**src/rtl/ptw_arbiter_if.sv**
```systemverilog
// Bundle between the two translation requesters, the page-table walker and
// ptw_arbiter.
//   ptbr/flush             : invalidation sources for the per-port caches
//   ireq_*/iresp_*         : instruction-fetch translation request/response
//   dreq_*/dresp_*         : data-memory translation request/response
//   walk_enable/walk_vaddr : arbiter -> walker command
//   walk_ready/walk_pte    : walker -> arbiter completion and leaf PTE
// slave  : arbiter view
// master : environment view (requesters + walker)
interface ptw_arbiter_if #(
  parameter int BUS_DATA_WIDTH = 64
);
  logic [BUS_DATA_WIDTH-1:0] ptbr;
  logic                      flush;
  logic                      ireq_valid;
  logic [BUS_DATA_WIDTH-1:0] ireq_vaddr;
  logic                      iresp_valid;
  logic [BUS_DATA_WIDTH-1:0] iresp_paddr;
  logic                      dreq_valid;
  logic [BUS_DATA_WIDTH-1:0] dreq_vaddr;
  logic                      dresp_valid;
  logic [BUS_DATA_WIDTH-1:0] dresp_paddr;
  logic                      walk_enable;
  logic [BUS_DATA_WIDTH-1:0] walk_vaddr;
  logic                      walk_ready;
  logic [BUS_DATA_WIDTH-1:0] walk_pte;

  modport slave (
    input  ptbr, flush,
    input  ireq_valid, ireq_vaddr, dreq_valid, dreq_vaddr,
    output iresp_valid, iresp_paddr, dresp_valid, dresp_paddr,
    output walk_enable, walk_vaddr,
    input  walk_ready, walk_pte
  );

  modport master (
    output ptbr, flush,
    output ireq_valid, ireq_vaddr, dreq_valid, dreq_vaddr,
    input  iresp_valid, iresp_paddr, dresp_valid, dresp_paddr,
    input  walk_enable, walk_vaddr,
    output walk_ready, walk_pte
  );
endinterface

```
**src/rtl/ptw_arbiter.sv**
```systemverilog
// Shares one page-table walker between the I and D translation ports.
// Each port has a one-entry last-translation cache; a hit in IDLE answers
// the next cycle without a walk. Misses are walked one at a time with
// round-robin arbitration on ties. Leaf PTE -> paddr = {pte[61:10], vaddr[11:0]}.
// Ports:
//   clk   : clock
//   reset : asynchronous, active-high reset
//   bus   : ptw_arbiter_if.slave (requests, responses, walker handshake)
module ptw_arbiter #(
  parameter int BUS_DATA_WIDTH = 64,
  parameter int VPN_HI         = 47
) (
  input logic            clk,
  input logic            reset,
  ptw_arbiter_if.slave   bus
);
  localparam int VPN_W = VPN_HI - 11;
  localparam int PPN_W = 52;

  typedef enum logic [2:0] {IDLE, ISSUE, ARM, WAIT, DONE} state_t;
  typedef enum logic {GNT_I, GNT_D} port_t;

  state_t                    r_state;
  port_t                     r_grant;
  port_t                     r_last_grant;
  logic [BUS_DATA_WIDTH-1:0] r_ptbr;
  logic                      r_inval_pending;
  logic [BUS_DATA_WIDTH-1:0] r_walk_vaddr;
  logic                      r_walk_enable;
  logic [PPN_W-1:0]          r_pte_ppn;

  logic                      r_iresp_valid;
  logic [BUS_DATA_WIDTH-1:0] r_iresp_paddr;
  logic                      r_dresp_valid;
  logic [BUS_DATA_WIDTH-1:0] r_dresp_paddr;

  logic                      r_ic_valid;
  logic [VPN_W-1:0]          r_ic_vpn;
  logic [PPN_W-1:0]          r_ic_ppn;
  logic                      r_dc_valid;
  logic [VPN_W-1:0]          r_dc_vpn;
  logic [PPN_W-1:0]          r_dc_ppn;

  logic                      w_inval;
  logic [VPN_W-1:0]          w_ivpn;
  logic [VPN_W-1:0]          w_dvpn;
  logic                      w_ihit;
  logic                      w_dhit;
  logic                      w_imiss;
  logic                      w_dmiss;
  port_t                     w_grant;
  logic [PPN_W-1:0]          w_ppn;
  logic                      w_unused;

  assign w_inval = bus.flush | (bus.ptbr != r_ptbr);
  assign w_ivpn  = bus.ireq_vaddr[VPN_HI:12];
  assign w_dvpn  = bus.dreq_vaddr[VPN_HI:12];
  assign w_ppn   = bus.walk_pte[61:10];

  // A request is still held high in the cycle its response pulses; masking
  // by the response flag keeps it from being served twice.
  assign w_ihit  = bus.ireq_valid & ~r_iresp_valid & r_ic_valid & ~w_inval & (r_ic_vpn == w_ivpn);
  assign w_dhit  = bus.dreq_valid & ~r_dresp_valid & r_dc_valid & ~w_inval & (r_dc_vpn == w_dvpn);
  assign w_imiss = bus.ireq_valid & ~r_iresp_valid & ~w_ihit;
  assign w_dmiss = bus.dreq_valid & ~r_dresp_valid & ~w_dhit;

  assign w_grant = (w_imiss & w_dmiss) ? ((r_last_grant == GNT_D) ? GNT_I : GNT_D)
                                       : (w_imiss ? GNT_I : GNT_D);

  assign w_unused = ^{bus.walk_pte[BUS_DATA_WIDTH-1:62], bus.walk_pte[9:0],
                      bus.ireq_vaddr[BUS_DATA_WIDTH-1:VPN_HI+1],
                      bus.dreq_vaddr[BUS_DATA_WIDTH-1:VPN_HI+1],
                      r_walk_vaddr[BUS_DATA_WIDTH-1:VPN_HI+1]};

  assign bus.iresp_valid = r_iresp_valid;
  assign bus.iresp_paddr = r_iresp_paddr;
  assign bus.dresp_valid = r_dresp_valid;
  assign bus.dresp_paddr = r_dresp_paddr;
  assign bus.walk_enable = r_walk_enable;
  assign bus.walk_vaddr  = r_walk_vaddr;

  always_ff @(posedge clk or posedge reset) begin
    if (reset) begin
      r_state         <= IDLE;
      r_grant         <= GNT_I;
      r_last_grant    <= GNT_D;
      r_ptbr          <= '0;
      r_inval_pending <= 1'b0;
      r_walk_vaddr    <= '0;
      r_walk_enable   <= 1'b0;
      r_pte_ppn       <= '0;
      r_iresp_valid   <= 1'b0;
      r_iresp_paddr   <= '0;
      r_dresp_valid   <= 1'b0;
      r_dresp_paddr   <= '0;
      r_ic_valid      <= 1'b0;
      r_ic_vpn        <= '0;
      r_ic_ppn        <= '0;
      r_dc_valid      <= 1'b0;
      r_dc_vpn        <= '0;
      r_dc_ppn        <= '0;
    end else begin
      r_ptbr        <= bus.ptbr;
      r_iresp_valid <= 1'b0;
      r_dresp_valid <= 1'b0;
      r_walk_enable <= 1'b0;

      if (w_inval) begin
        r_ic_valid <= 1'b0;
        r_dc_valid <= 1'b0;
      end

      case (r_state)
        IDLE: begin
          if (w_ihit) begin
            r_iresp_valid <= 1'b1;
            r_iresp_paddr <= BUS_DATA_WIDTH'({r_ic_ppn, bus.ireq_vaddr[11:0]});
          end
          if (w_dhit) begin
            r_dresp_valid <= 1'b1;
            r_dresp_paddr <= BUS_DATA_WIDTH'({r_dc_ppn, bus.dreq_vaddr[11:0]});
          end
          if (w_imiss | w_dmiss) begin
            r_grant         <= w_grant;
            r_last_grant    <= w_grant;
            r_walk_vaddr    <= (w_grant == GNT_I) ? bus.ireq_vaddr : bus.dreq_vaddr;
            r_walk_enable   <= 1'b1;
            r_inval_pending <= 1'b0;
            r_state         <= ISSUE;
          end
        end
        ISSUE: begin
          if (w_inval) r_inval_pending <= 1'b1;
          r_state <= ARM;
        end
        ARM: begin
          // walk_ready may still be high from the previous walk; completion
          // only counts after the walker has visibly left READY.
          if (w_inval) r_inval_pending <= 1'b1;
          if (!bus.walk_ready) r_state <= WAIT;
        end
        WAIT: begin
          if (w_inval) r_inval_pending <= 1'b1;
          if (bus.walk_ready) begin
            r_pte_ppn <= w_ppn;
            if (r_grant == GNT_I) begin
              r_iresp_valid <= 1'b1;
              r_iresp_paddr <= BUS_DATA_WIDTH'({w_ppn, r_walk_vaddr[11:0]});
            end else begin
              r_dresp_valid <= 1'b1;
              r_dresp_paddr <= BUS_DATA_WIDTH'({w_ppn, r_walk_vaddr[11:0]});
            end
            r_state <= DONE;
          end
        end
        DONE: begin
          if (!r_inval_pending && !w_inval) begin
            if (r_grant == GNT_I) begin
              r_ic_valid <= 1'b1;
              r_ic_vpn   <= r_walk_vaddr[VPN_HI:12];
              r_ic_ppn   <= r_pte_ppn;
            end else begin
              r_dc_valid <= 1'b1;
              r_dc_vpn   <= r_walk_vaddr[VPN_HI:12];
              r_dc_ppn   <= r_pte_ppn;
            end
          end
          r_state <= IDLE;
        end
        default: r_state <= IDLE;
      endcase
    end
  end
endmodule

```
**src/flat_wrapper.sv**
```systemverilog
// flat-port wrapper written by rule: the top's interface ports become plain ports
module ptw_arbiter_flat 
#(
  parameter int BUS_DATA_WIDTH = 64,
  parameter int VPN_HI         = 47
)
  (clk, reset, bus_ptbr, bus_flush, bus_ireq_valid, bus_ireq_vaddr, bus_dreq_valid, bus_dreq_vaddr, bus_iresp_valid, bus_iresp_paddr, bus_dresp_valid, bus_dresp_paddr, bus_walk_enable, bus_walk_vaddr, bus_walk_ready, bus_walk_pte);
  ptw_arbiter_if #(.BUS_DATA_WIDTH(BUS_DATA_WIDTH)) bus_i ();
  input logic clk;
  input logic reset;
  input wire logic [$bits(bus_i.ptbr)-1:0] bus_ptbr;
  input wire logic [$bits(bus_i.flush)-1:0] bus_flush;
  input wire logic [$bits(bus_i.ireq_valid)-1:0] bus_ireq_valid;
  input wire logic [$bits(bus_i.ireq_vaddr)-1:0] bus_ireq_vaddr;
  input wire logic [$bits(bus_i.dreq_valid)-1:0] bus_dreq_valid;
  input wire logic [$bits(bus_i.dreq_vaddr)-1:0] bus_dreq_vaddr;
  output wire logic [$bits(bus_i.iresp_valid)-1:0] bus_iresp_valid;
  output wire logic [$bits(bus_i.iresp_paddr)-1:0] bus_iresp_paddr;
  output wire logic [$bits(bus_i.dresp_valid)-1:0] bus_dresp_valid;
  output wire logic [$bits(bus_i.dresp_paddr)-1:0] bus_dresp_paddr;
  output wire logic [$bits(bus_i.walk_enable)-1:0] bus_walk_enable;
  output wire logic [$bits(bus_i.walk_vaddr)-1:0] bus_walk_vaddr;
  input wire logic [$bits(bus_i.walk_ready)-1:0] bus_walk_ready;
  input wire logic [$bits(bus_i.walk_pte)-1:0] bus_walk_pte;
  assign bus_i.ptbr = bus_ptbr;
  assign bus_i.flush = bus_flush;
  assign bus_i.ireq_valid = bus_ireq_valid;
  assign bus_i.ireq_vaddr = bus_ireq_vaddr;
  assign bus_i.dreq_valid = bus_dreq_valid;
  assign bus_i.dreq_vaddr = bus_dreq_vaddr;
  assign bus_iresp_valid = bus_i.iresp_valid;
  assign bus_iresp_paddr = bus_i.iresp_paddr;
  assign bus_dresp_valid = bus_i.dresp_valid;
  assign bus_dresp_paddr = bus_i.dresp_paddr;
  assign bus_walk_enable = bus_i.walk_enable;
  assign bus_walk_vaddr = bus_i.walk_vaddr;
  assign bus_i.walk_ready = bus_walk_ready;
  assign bus_i.walk_pte = bus_walk_pte;
  ptw_arbiter #(.BUS_DATA_WIDTH(BUS_DATA_WIDTH), .VPN_HI(VPN_HI)) u_core (.clk(clk), .reset(reset), .bus(bus_i));
endmodule
```
**config.mk**
```make
export PLATFORM = sky130hd
export DESIGN_NAME = ptw_arbiter_flat
export DESIGN_NICKNAME = d
export VERILOG_FILES = /design/src/rtl/ptw_arbiter_if.sv /design/src/rtl/ptw_arbiter.sv /design/src/flat_wrapper.sv
export SDC_FILE = /design/constraint.sdc
export NUM_CORES = 1
export LEC_CHECK = 0
export BUFFER_PORTS_ARGS = -buffer_cell sky130_fd_sc_hd__buf_4
export CAP_MARGIN = 20
export CORE_MARGIN = 2
export CORE_UTILIZATION = 40
export CTS_BUF_LIST = sky130_fd_sc_hd__clkbuf_16
export DETAILED_ROUTE_END_ITERATION = 12
export PLACE_DENSITY = 0.7
export SLEW_MARGIN = 20
export SYNTH_ARGS = -nofsm -noshare
export SYNTH_HDL_FRONTEND = slang
export SYNTH_SLANG_ARGS = --single-unit
```
**constraint.sdc**
```tcl
create_clock -name clk -period 45.5 [get_ports clk]
set_input_delay 13.65 -clock clk [delete_from_list [all_inputs] [get_ports clk]]
set_output_delay 13.65 -clock clk [all_outputs]
set_load 0.02 [all_outputs]
```
# [Yosys cells after proc, flatten, opt, wreduce, memory -nomap -nowiden]
# Cells that the tools add are included.
[totals] ff_bits=495 latchBits=0 mem_bits_rw=0 mem_bits_ro=0 output_inout_bits=195 n_memories=0
[op_classes] add_sub_neg=0 multipliers=0 div=0 order_cmp=0 eq_ne=15 shift=0 mux=37 bitwise_logic=19 reduce_logical=15
[op_table] operator="2-to-1 mux 64 bit" count=7
[op_table] operator="case mux 64 bit (2 select lines)" count=2
[op_table] operator="== test 36 bit" count=2
[op_table] operator="!= test 64 bit" count=1
[op_table] operator="2-to-1 mux 1 bit" count=21
[op_table] operator="case mux 3 bit (4 select lines)" count=1
[op_table] operator="AND reduction 3 bit" count=4
[op_table] operator="AND 1 bit" count=11
[op_table] operator="!= test 2 x 1 -> 1 bit (second input constant)" count=5
[op_table] operator="2-to-1 mux 3 bit" count=3
[op_table] operator="AND reduction 4 bit" count=2
[op_table] operator="== test 3 x 2 -> 1 bit (second input constant)" count=2
[op_table] operator="!= test 2 bit (second input constant)" count=3
[op_table] operator="inverter 1 bit" count=6
[op_table] operator="case mux 1 bit (2 select lines)" count=3
[op_table] operator="AND reduction 2 bit" count=2
[op_table] operator="nonzero test 2 bit" count=2
[op_table] operator="== test 3 x 1 -> 1 bit (second input constant)" count=1
[op_table] operator="== test 3 bit (second input constant)" count=1
[op_table] operator="logical NOT 3 bit" count=1
[op_table] operator="OR reduction 3 bit" count=1
[op_table] operator="logical NOT 1 bit" count=2
[op_table] operator="bitwise OR 1 bit" count=2
[op_table] operator="logical AND 1 bit" count=1

# [Depth between registers and ports, before layout]
# Gate-level depths: netlist of the first run.
[logic_depth] word_depth=10 mapped_depth=11

# [Worst setup path after synthesis of the first run]
# OpenSTA, ideal clock, no wires.
[synth_timing] path_type="input to register" startpoint="input port bus_ptbr[20]" endpoint="register u_core.r_ic_vpn[0]" setup_time_ns=0.128 t_arrival_ns=15.790 required_ns=45.372 setup_slack_ns=29.582 cell_stages=10 cell_sequence="xor2_1 -> a211o_1 -> or4_4 -> nor3_2 -> and3_2 -> and4b_1 -> buf_4 -> buf_4 -> buf_6 -> mux2_1"
[synth_via] elab_chain_cells=5
[synth_rtl] element="from (decl)" line_no="flat_wrapper.sv:11" source="input wire logic [$bits(bus_i.ptbr)-1:0] bus_ptbr;"
[synth_rtl] element="!= test 64 bit" line_no="ptw_arbiter.sv:55" source="assign w_inval = bus.flush | (bus.ptbr != r_ptbr);"
[synth_rtl] element="bitwise OR 1 bit" line_no="ptw_arbiter.sv:55"
[synth_rtl] element="logical NOT 1 bit" line_no="ptw_arbiter.sv:157" source="if (!r_inval_pending && !w_inval) begin"
[synth_rtl] element="logical AND 1 bit" line_no="ptw_arbiter.sv:157"
[synth_rtl] element="AND reduction 3 bit (no source line)"
[synth_rtl] element="to (signal assigned)" line_no="ptw_arbiter.sv:160" source="r_ic_vpn <= r_walk_vaddr[VPN_HI:12];"
[synth_rtl] element="to (decl)" line_no="ptw_arbiter.sv:38" source="logic [VPN_W-1:0] r_ic_vpn;"
# No other way between the ends.
# A chain may end at the register's enable or synchronous reset.

# [Worst setup path after layout of the first run]
[layout_timing] startpoint="input port bus_ptbr[60]" endpoint="register u_core.r_ic_vpn[17]"
# Same word-level chain as after synthesis.

==> summary.txt, run 1 <==
Run status
  – Run status: complete, no violations

Pwr
  – Tot Pwr: 0.00161 W
  – Switch share: 36.8%
  – Leakage: roughly 13 nW
  – Combinational Power Share: between 30% and 40%
  – Switching pwr: 0.000593 W
  – Total power divided by cell area: around 60 mW/mm2
  – Clock power frac: 27.0%
  – Reg power frac: about two fifths
  – VDD IR-drop max: about 0.000048 V
  – Int Power: between 0.001 and 0.0015 W

STA
  – Least-Margin Pin Slew: about 1100 ps
  – RSZ-0062 raised after global routing: false
  – Crit share post-route: a little under two fifths
  – TNS Setup: 0 ps
  – PnR worst setup slack: 28550 ps
  – Final setup viols: 0
  – Final hold violations: 0
  – Skew final: around 27 ps
  – FMAX: a little under 0.06 GHz
  – Fin. max-slew vios: 0
  – Post-route minimum period: ~17000 ps
  – Relative slew slack: a little under a quarter

Floorplan
  – Die width: approximately 230 um
  – Initial Utilization: about two fifths
  – Row cnt: between 80 and 90
  – Die footprint: roughly 0.054 mm2
  – I/O pin total: 457
  – Chip height: roughly 230 um
  – Core ar.: ~0.052 mm2

Placed design
  – Pre-CTS setup slack: 27950 ps
  – GP Congestion: a little under 0.9
  – DP Wirelength: 39300 um
  – Port bufs: between 400 and 500
  – Number of cells after detailed placement: around 2800

Min path
  – Worst Hold Class: reg2reg

Logic synthesis
  – XOR/XNOR Fraction of Synth Area: 4.79%
  – Synth Area in Adders: 0%
  – Netlist cell types: 47
  – Mapped Area: approximately 0.021 mm2
  – Area fraction in compound gates after synthesis: around an eighth
  – Yosys warns: 0
  – Mapped Cells: 1803
  – Fraction of registers with async set/reset: between 90% and 100%
  – Yosys reg bits: 495
  – Main combinational cell family by area after synthesis: multiplexers
  – Primary FF master, synth: dfrtp_1
  – Number of flops mapped to enable cells by yosys: 0
  – Register area share after synthesis: a little under 60%
  – Synth Area in Simple Gates: 8.86%
  – Synthesized area per cell: approximately 12 um2
  – Syn nets: just over 2000
  – Mux cell area share after synthesis: 12.3%

Final layout
  – Most frequent cells in the layout: dfrtp_1 (494), buf_4 (461), mux2_2 (212)
  – Commonest non-fill, non-tap cell in the layout: dfrtp_1
  – Area grow syn2layout: 26.9%
  – Post-layout net count: between 2000 and 2500
  – Share of cells above drive strength 1: between 30% and 40%
  – Finished Layout Cells: between 2000 and 3000
  – Post-layout util: 51.1%

Setup path
  – CP arrival: between 15000 and 20000 ps
  – Reg2reg setup slack: just over 40000 ps
  – Setup CP Type: in2reg
  – Crit Path Max Fanout: between 50 and 60
  – Startpoint Class: input pin
  – Worst setup path start: bus_ptbr[60]
  – Reg2Reg Depth: 8
  – Worst setup path end: u_core.r_ic_vpn[17]
  – Worst EP required: 45980 ps
  – Worst r2r src: u_core.r_ptbr[19]
  – Crit. End Element: register
  – FF-to-FF End: u_core.r_ic_vpn[17]

Clock network
  – Clock slew at the register clock pins of the worst setup and hold paths: ~60 ps
  – CTS sink cnt: roughly 500
  – Maximum root-to-sink buffer count: 3
  – CTS tree: built
  – H-tree depth: 2
  – Clock Latency Late Sink: around 610 ps
  – CTS-repair resized insts: 0
  – Post-CTS setup repair buffer count: 0
  – CTS Hold Bufs: 0
  – Number of buffers created by CTS: 54
  – Root Buffer: clkbuf_16

Detailed routing
  – DRC errors left: 0
  – DR iter-0 viols: about 1200
  – Routed vias: 16026
  – Final wirelength: 61500 um
  – Avg WL per Cell: 20.9 um
  – Via/cell ratio: roughly 5.5
  – DRT antenna net count: 0
  – Detailed Routing Iterations Pass 1: 5

Global route
  – Total gr overflow: 0
  – First-pass GRT wire length: 93700 um
  – Total global-route track usage: around 22%
  – Initial antenna violation count: 3
  – Vias in the first global route: between 15000 and 20000
  – Largest net degree at the start of global routing: 177

Run
  – Max cap viols: 0
[synth_stat cells (21+ instances only)]
library cell / count / area share [%]
nand2_1: 199 / 3.6
dfrtp_1: 494 / 59
mux2_2: 212 / 11
o21ai_0: 67 / 1.6
nand3_1: 67 / 1.6
nor2_1: 69 / 1.2
nor4_1: 21 / 0.63
clkbuf_1: 78 / 1.4
xor2_1: 98 / 4.1
a31oi_1: 109 / 3.2
a21oi_1: 129 / 3.1
a21o_1: 65 / 2.3
buf_2: 24 / 0.57
[stage by stage]
step,area [um2],hold slack (ps)
3_3_place_gp,24900,461
5_1_grt,26700,493
6_report,26700,475
3_5_place_dp,24900,467
2_1_floorplan,21000,446
4_1_cts,26700,480
[sequential cells by signal (all words and copies together), names as in the netlist, 52 cells and up]
register / cells
u_core.bus.dresp_paddr: 64
u_core.bus.iresp_paddr: 64
u_core.bus.walk_vaddr: 64
u_core.r_dc_ppn: 52
u_core.r_ic_ppn: 52
u_core.r_ptbr: 64
u_core.r_pte_ppn: 52
[worst min-delay path by stage]
stage / start / endpoint / cells past startpoint
3_3_place_gp: u_core.bus.iresp_paddr[60] / u_core.bus.iresp_paddr[60] / 1
4_1_cts: u_core.bus.iresp_paddr[63] / u_core.bus.iresp_paddr[63] / 1
2_1_floorplan: u_core.r_dc_valid / u_core.r_dc_valid / 2
5_1_grt: u_core.bus.iresp_paddr[59] / u_core.bus.iresp_paddr[59] / 1
3_5_place_dp: u_core.bus.iresp_paddr[63] / u_core.bus.iresp_paddr[63] / 1
6_report: u_core.bus.iresp_paddr[47] / u_core.bus.iresp_paddr[47] / 1
[power by group through the flow]
stage	clock network, W	logic, W	registers [W]
2_1_floorplan	0	0.000223	0.000716
3_3_place_gp	0	0.000539	0.000628
3_5_place_dp	0	0.000549	0.000636
4_1_cts	0.000446	0.000550	0.000629
5_1_grt	0.000464	0.000585	0.000644
6_report	0.000435	0.000546	0.000630
[metal layers]
metal	vias up	GRT usage, %	routed length [um]
met5	-	0	12
met4	2	9.65	2170
met3	132	4.86	4420
met2	622	35.9	29700
met1	8103	28.4	25200
li1	7167	-	-
[critical path, stage by stage]
cell     delay [ps]
buf_4           120
xor2_1          130
nor4_1          330
nand2_1         130
nor4_2          550
and3_2          380
and4b_4         790
buf_4           860
mux2_2          420
[final cells by class]
type	instances	area (um2)
clock inverter	48	409
inverter	21	86.3
fill	4518	25600
tap	688	861
multi-input combinational	1166	8080
sequential	495	12400
clock buffer	54	1350
timing repair buffer	462	3480
antenna	3	7.51
[kinds of logic (layout without fill, tap and decap cells)]
family,count (synthesis),count (layout)
buf+inv,142,585
compound gates,407,407
other cells,0,3
flops,495,495
simple gates,414,414
mux,230,230
xor+xnor,115,115
Power figures use the tool's default switching activity.
==> inputs of run 2 (changes only) <==
- clock period: 45.5 -> 17.45 ns (I/O delays scaled with it)
==> run 2 against run 1 <==
Compared with the run above:
- sequential power grew to 2.6 times the previous value
- combinational power increased to 2.6 times the previous value
- critical path depth unchanged
- highest routed layer unchanged
- wire length down 1.4%
- clock power rose to 2.5 times the previous value
- non-clock buffer count up 5
==> summary.txt, run 2 (synthesis results as in run 1) <==
Run status
  – Run status: complete, no violations

Setup path
  – Worst setup path start: bus_ptbr[21]
  – Setup CP Type: in2reg
  – CP arrival: 9070 ps (-8360 ps)
  – Crit. End Element: register
  – Worst EP required: 17930 ps (-28050 ps)
  – Startpoint Class: input pin
  – Worst r2r src: u_core.r_ptbr[5]
  – Crit Path Max Fanout: 57 (+7.5%)

Global route
  – First-pass GRT wire length: 92600 um (-1.2%)
  – Vias in the first global route: 16322 (-0.27%)
  – Total global-route track usage: 21.7% (-0.35 points)
  – Largest net degree at the start of global routing: 95 (-46%)
  – Total gr overflow: 0 (unchanged)
  – Initial antenna violation count: 4 (+1)

Clock network
  – Clock slew at the register clock pins of the worst setup and hold paths: 60 ps (about the same)
  – CTS tree: built
  – Maximum root-to-sink buffer count: 3 (unchanged)
  – Post-CTS setup repair buffer count: 0 (unchanged)
  – CTS Hold Bufs: 0 (unchanged)
  – H-tree depth: 2 (unchanged)
  – Root Buffer: clkbuf_16
  – CTS sink cnt: 495 (unchanged)
  – CTS-repair resized insts: 0 (unchanged)
  – Clock Latency Late Sink: 600 ps (about the same)
  – Number of buffers created by CTS: 53 (-1.9%)

Final layout
  – Finished Layout Cells: 2932 (-0.17%)
  – Share of cells above drive strength 1: 35.4% (+0.18 points)
  – Area grow syn2layout: 26.7%
  – Post-layout net count: 2466 (+0.16%)
  – Commonest non-fill, non-tap cell in the layout: dfrtp_1
  – Most frequent cells in the layout: dfrtp_1 (494), buf_4 (464), mux2_2 (212)

Pwr
  – VDD IR-drop max: 0.0000919 V (+92%)
  – Total power divided by cell area: 157 mW/mm2 (+160%)
  – Leakage: 13.1 nW (about the same)

STA
  – RSZ-0062 raised after global routing: false
  – Fin. max-slew vios: 0 (unchanged)
  – Final hold violations: 0 (unchanged)
  – PnR worst setup slack: 8860 ps (-19690 ps)
  – Least-Margin Pin Slew: 1100 ps (-41.2 ps)
  – Relative slew slack: 26.6% (+2.7 points)
  – Skew final: 19.7 ps (-7.27 ps)
  – FMAX: between 0.1 and 0.15 GHz
  – Final setup viols: 0 (unchanged)
  – Crit share post-route: about half
  – TNS Setup: 0 ps (unchanged)
  – Hold slack: 478 ps (+2.17 ps)
  – Post-route minimum period: ~8600 ps

Detailed routing
  – DR iter-0 viols: 985 (-17%)
  – Detailed Routing Iterations Pass 1: 7 (+2)
  – Via/cell ratio: 5.43 (-0.55%)
  – DRT antenna net count: 0 (unchanged)
  – Routed vias: 15911 (-0.72%)
  – Avg WL per Cell: 20.7 um (-1.2%)
  – Final wirelength: 60600 um (-1.4%)
  – DRC errors left: 0 (unchanged)

Placed design
  – Port bufs: 444 (unchanged)
  – Pre-CTS setup slack: 8220 ps (-19730 ps)
  – GP Congestion: 0.854 (-2.5%)
  – Number of cells after detailed placement: 2836 (+0.14%)
  – DP Wirelength: 39200 um (-0.14%)

Floorplan
  – Die footprint: 0.0544 mm2 (unchanged)
  – Chip height: 233 um (unchanged)
  – Core ar.: 0.0522 mm2 (unchanged)
  – Initial Utilization: 40.2% (unchanged)
  – Row cnt: 84 (unchanged)
  – Die width: 233 um (unchanged)
  – I/O pin total: 457 (unchanged)

Min path
  – Worst Min Path Start: u_core.bus.iresp_paddr[63]
  – Worst Hold Class: reg2reg

Run
  – Max cap viols: 0 (unchanged)
## run 2: changes by cell type in the layout (fill, tap and decap cells not counted), sizes merged
cell      change
clkbuf        -1
clkinvlp      +1
clkinv        -8
diode         -2
buf           +5
## run 2: path summary, 6_finish.rpt
| check | slack, ps | to | cells past startpoint |
|---|---|---|---|
| worst max-delay path | 8860 | u_core.r_ic_vpn[11] | 9 |
| worst min-delay path | 480 | u_core.bus.iresp_paddr[63] | 1 |
| min in group asynchronous | 4770 | u_core.bus.dresp_paddr[57] | 3 |
| worst max register to register | 13220 | u_core.r_ic_vpn[11] | 8 |
| worst min register to register | 480 | u_core.bus.iresp_paddr[63] | 1 |
| max in group asynchronous | 10580 | u_core.r_dc_vpn[32] | 6 |
## run 2: per-stage QoR
stage	power [W]	cell area [um2]	utilization, %
finish	0.00417	26600	51.0
CTS	0.00421	26600	50.9
detailed placement	0.00309	24900	47.7
global route	0.00438	26600	51.0
global placement	0.00304	24900	47.7
floorplan	0.00245	21000	-
## run 2: layer usage
metal  vias up  wire [um]  global-route usage, %  part of all wire, %
met5         -         40                      0                0.066
met4         6       2260                   8.70                  3.7
met3       136       4570                   5.73                  7.5
met2       540      29400                   35.8                   49
met1      8066      24300                   27.2                   40
li1       7163          -                      -                    -
## run 2: critical path: stages
cell,delay [ps]
buf_4,120
nor2b_1,120
a2111oi_0,480
nand4_1,180
nor4_2,470
and3_2,420
and4b_4,720
buf_4,850
mux2_2,420
## run 2: where the power goes
group          switching [W]  internal (W)
Sequential          0.000207       0.00144
Clock               0.000465      0.000638
Combinational       0.000861      0.000565
Total                0.00153       0.00264
## run 2: layout make-up
type | instances | area [um2]
clock buffers | 53 | 1330
well taps | 688 | 861
diodes | 1 | 2.50
repair buffers | 467 | 3530
multi-input cells | 1166 | 8080
flip-flops and latches | 495 | 12400
fillers | 4543 | 25600
clock inverters | 41 | 349
inverters | 21 | 82.6
==> inputs of run 3 (changes only) <==
- PLACE_DENSITY: 0.7 -> 0.72
- clock period: 17.45 -> 7.8 ns (I/O delays scaled with it)
==> run 3 against run 2 <==
Compared with the run above:
- via count increased by 0.93%
- total power increased by 120%
- clock-buffer cell count decreased by 1
- sequential cell count stayed put
- critical endpoint is now u_core.bus.walk_vaddr[5]
==> summary.txt, run 3 (synthesis results as in run 1) <==
Clock network
  – Number of buffers created by CTS: 52 (-1.9%)
  – Clock Latency Late Sink: 600 ps (about the same)
  – CTS Hold Bufs: 0 (unchanged)
  – CTS sink cnt: 495 (unchanged)
  – H-tree depth: 2 (unchanged)
  – CTS tree: built
  – Clock slew at the register clock pins of the worst setup and hold paths: 60 ps (about the same)
  – Root Buffer: clkbuf_16
  – Maximum root-to-sink buffer count: 3 (unchanged)
  – CTS-repair resized insts: 0 (unchanged)
  – Post-CTS setup repair buffer count: 0 (unchanged)

STA
  – FMAX: 0.183 GHz
  – TNS Setup: 0 ps (unchanged)
  – Least-Margin Pin Slew: 1010 ps (-90.8 ps)
  – RSZ-0062 raised after global routing: false
  – Final setup viols: 0 (unchanged)
  – Crit share post-route: between 60% and 70%
  – Fin. max-slew vios: 0 (unchanged)
  – Skew final: 18.5 ps (-1.12 ps)
  – Final hold violations: 0 (unchanged)
  – PnR worst setup slack: 2350 ps (-6510 ps)
  – Post-route minimum period: 5450 ps
  – Relative slew slack: 32.6% (+6.1 points)

Pwr
  – Reg power frac: 40.1% (+0.7 points)
  – Int Power: 0.00579 W (+120%)
  – Combinational Power Share: 34.6% (+0.4 points)
  – Clock power frac: 25.3% (-1.1 points)
  – Switch share: 37.0% (+0.29 points)
  – Switching pwr: 0.00340 W (+120%)
  – Leakage: 13.0 nW (-0.30%)
  – VDD IR-drop max: 0.000219 V (+140%)
  – Total power divided by cell area: 346 mW/mm2 (+120%)

Floorplan
  – Die footprint: 0.0544 mm2 (unchanged)
  – Initial Utilization: 40.2% (unchanged)
  – Row cnt: 84 (unchanged)
  – Core ar.: 0.0522 mm2 (unchanged)
  – Chip height: 233 um (unchanged)
  – Die width: 233 um (unchanged)
  – I/O pin total: 457 (unchanged)

Setup path
  – Levels on crit path: 10 (+1)
  – Startpoint Class: input pin
  – CP Cell Sequence: buf_4 -> xor2_1 -> nor4_1 -> nand4_1 -> nor3_1 -> nand4_1 -> nand2_2 -> buf_4 -> o21ai_0 -> a31oi_1
  – Setup CP Type: in2reg
  – CP max stage cell: nand2_2
  – Reg2Reg Depth: 9 (+1)
  – Worst setup path start: bus_ireq_vaddr[19]
  – Crit. End Element: register
  – Crit Path Max Fanout: 49 (-14%)
  – CP arrival: 5960 ps (-3110 ps)
  – Worst r2r src: u_core.r_ic_vpn[7]
  – Crit path largest cell delay: 790 ps (-60 ps)
  – Crit path buf inv count: 2 (unchanged)
  – Critical path's top delay family: simple AND/OR/NAND/NOR gates
  – Worst EP required: 8300 ps (-9630 ps)

Final layout
  – Fillers: 4498 (-0.99%)
  – Post-layout net count: 2462 (-0.16%)
  – Design area: 0.0266 mm2 (-0.26%)
  – Share of cells above drive strength 1: 35.0% (-0.36 points)
  – Area grow syn2layout: 26.3%
  – Commonest non-fill, non-tap cell in the layout: dfrtp_1
  – Most frequent cells in the layout: dfrtp_1 (494), buf_4 (458), mux2_2 (212)

Placed design
  – Port bufs: 444 (unchanged)
  – GP Congestion: 0.849 (-0.60%)
  – Dpl cell area: 0.0250 mm2 (+0.19%)
  – DP Wirelength: 39300 um (about the same)
  – Pre-CTS setup slack: 1900 ps (-6320 ps)

Min path
  – Hold Crit Depth: 1 (unchanged)
  – Worst Hold Class: reg2reg
  – Worst Min Path Start: u_core.bus.iresp_paddr[60]

Run
  – Max cap viols: 0 (unchanged)

Detailed routing
  – Avg WL per Cell: 20.6 um (-0.41%)
  – Final wirelength: 60400 um (-0.41%)
  – DR iter-0 viols: 1149 (+17%)
  – Via/cell ratio: 5.48 (+0.93%)
  – Routed vias: 16059 (+0.93%)
  – DRC errors left: 0 (unchanged)
  – DRT antenna net count: 0 (unchanged)
  – Detailed Routing Iterations Pass 1: 5 (-2)

Global route
  – Total gr overflow: 0 (unchanged)
  – Total global-route track usage: 22.0% (+0.21 points)
  – Initial antenna violation count: 2 (-2)
  – Vias in the first global route: 16600 (+1.7%)
  – Largest net degree at the start of global routing: 158 (+66%)
  – First-pass GRT wire length: 93600 um (+1.2%)

Run status
  – Run status: complete, no violations
## run 3: changes by cell type in the layout (fill, tap and decap cells not counted), moves of 2 or more
| cell | change |
|---|---|
| bufinv_16 | -3 |
| clkinv_1 | +7 |
| buf_4 | -6 |
| clkinv_4 | -2 |
| buf_12 | +5 |
## run 3: cell type report
class	count	area [um2]	area share (%)
Antenna cell	1	2.50	0.00942
Sequential cell	495	12400	46.6
Multi-Input combinational cell	1166	8080	30.4
Inverter	21	82.6	0.311
Timing Repair Buffer	464	3550	13.4
Clock inverter	45	288	1.08
Clock buffer	52	1300	4.90
Tap cell	688	861	3.24
## run 3: path summary, 6_finish.rpt
kind | to | slack, ps
setup / recovery | u_core.bus.walk_vaddr[5] | 2350
hold reg to reg | u_core.bus.iresp_paddr[60] | 480
hold / removal | u_core.bus.iresp_paddr[60] | 480
max in group asynchronous | u_core.bus.walk_vaddr[20] | 4860
setup reg to reg | u_core.bus.walk_vaddr[5] | 3810
min in group asynchronous | u_core.r_dc_ppn[46] | 1750
## run 3: worst reg2reg max path, cell delays in order, from the launching register on
cell	delay, ps
dfrtp_1	390
xor2_1	170
nor4_1	780
nand4_1	190
nor3_1	460
nand4_1	290
nand2_2	790
buf_4	450
o21ai_0	140
a31oi_1	250
## run 3: routing by layer
layer	GRT usage [%]	part of all wire, %	wire length, um	vias up
li1	-	-	-	7146
met1	27.5	40	24100	8119
met2	36.1	48	29200	640
met3	4.87	7.3	4390	152
met4	10.4	4.5	2690	2
met5	0	0.022	13	-
## run 3: stage by stage
| step | total power, W | util, % | hold slack, ps | std cells |
|---|---|---|---|---|
| after floorplan | 0.00548 | - | 446 | 1803 |
| after global placement | 0.00681 | 47.8 | 461 | 2834 |
| after detailed placement | 0.00691 | 47.8 | 467 | 2834 |
| after CTS | 0.00926 | 50.8 | 481 | 2931 |
| after global routing | 0.00968 | 50.8 | 487 | 2932 |
| final | 0.00919 | 50.8 | 476 | 2932 |
## run 3: power groups by stage
stage | sequential, W | combinational, W | clock [W]
floorplan | 0.00418 | 0.00130 | 0
global placement | 0.00367 | 0.00313 | 0
detailed placement | 0.00372 | 0.00319 | 0
CTS | 0.00368 | 0.00320 | 0.00238
global route | 0.00377 | 0.00342 | 0.00249
finish | 0.00369 | 0.00318 | 0.00233
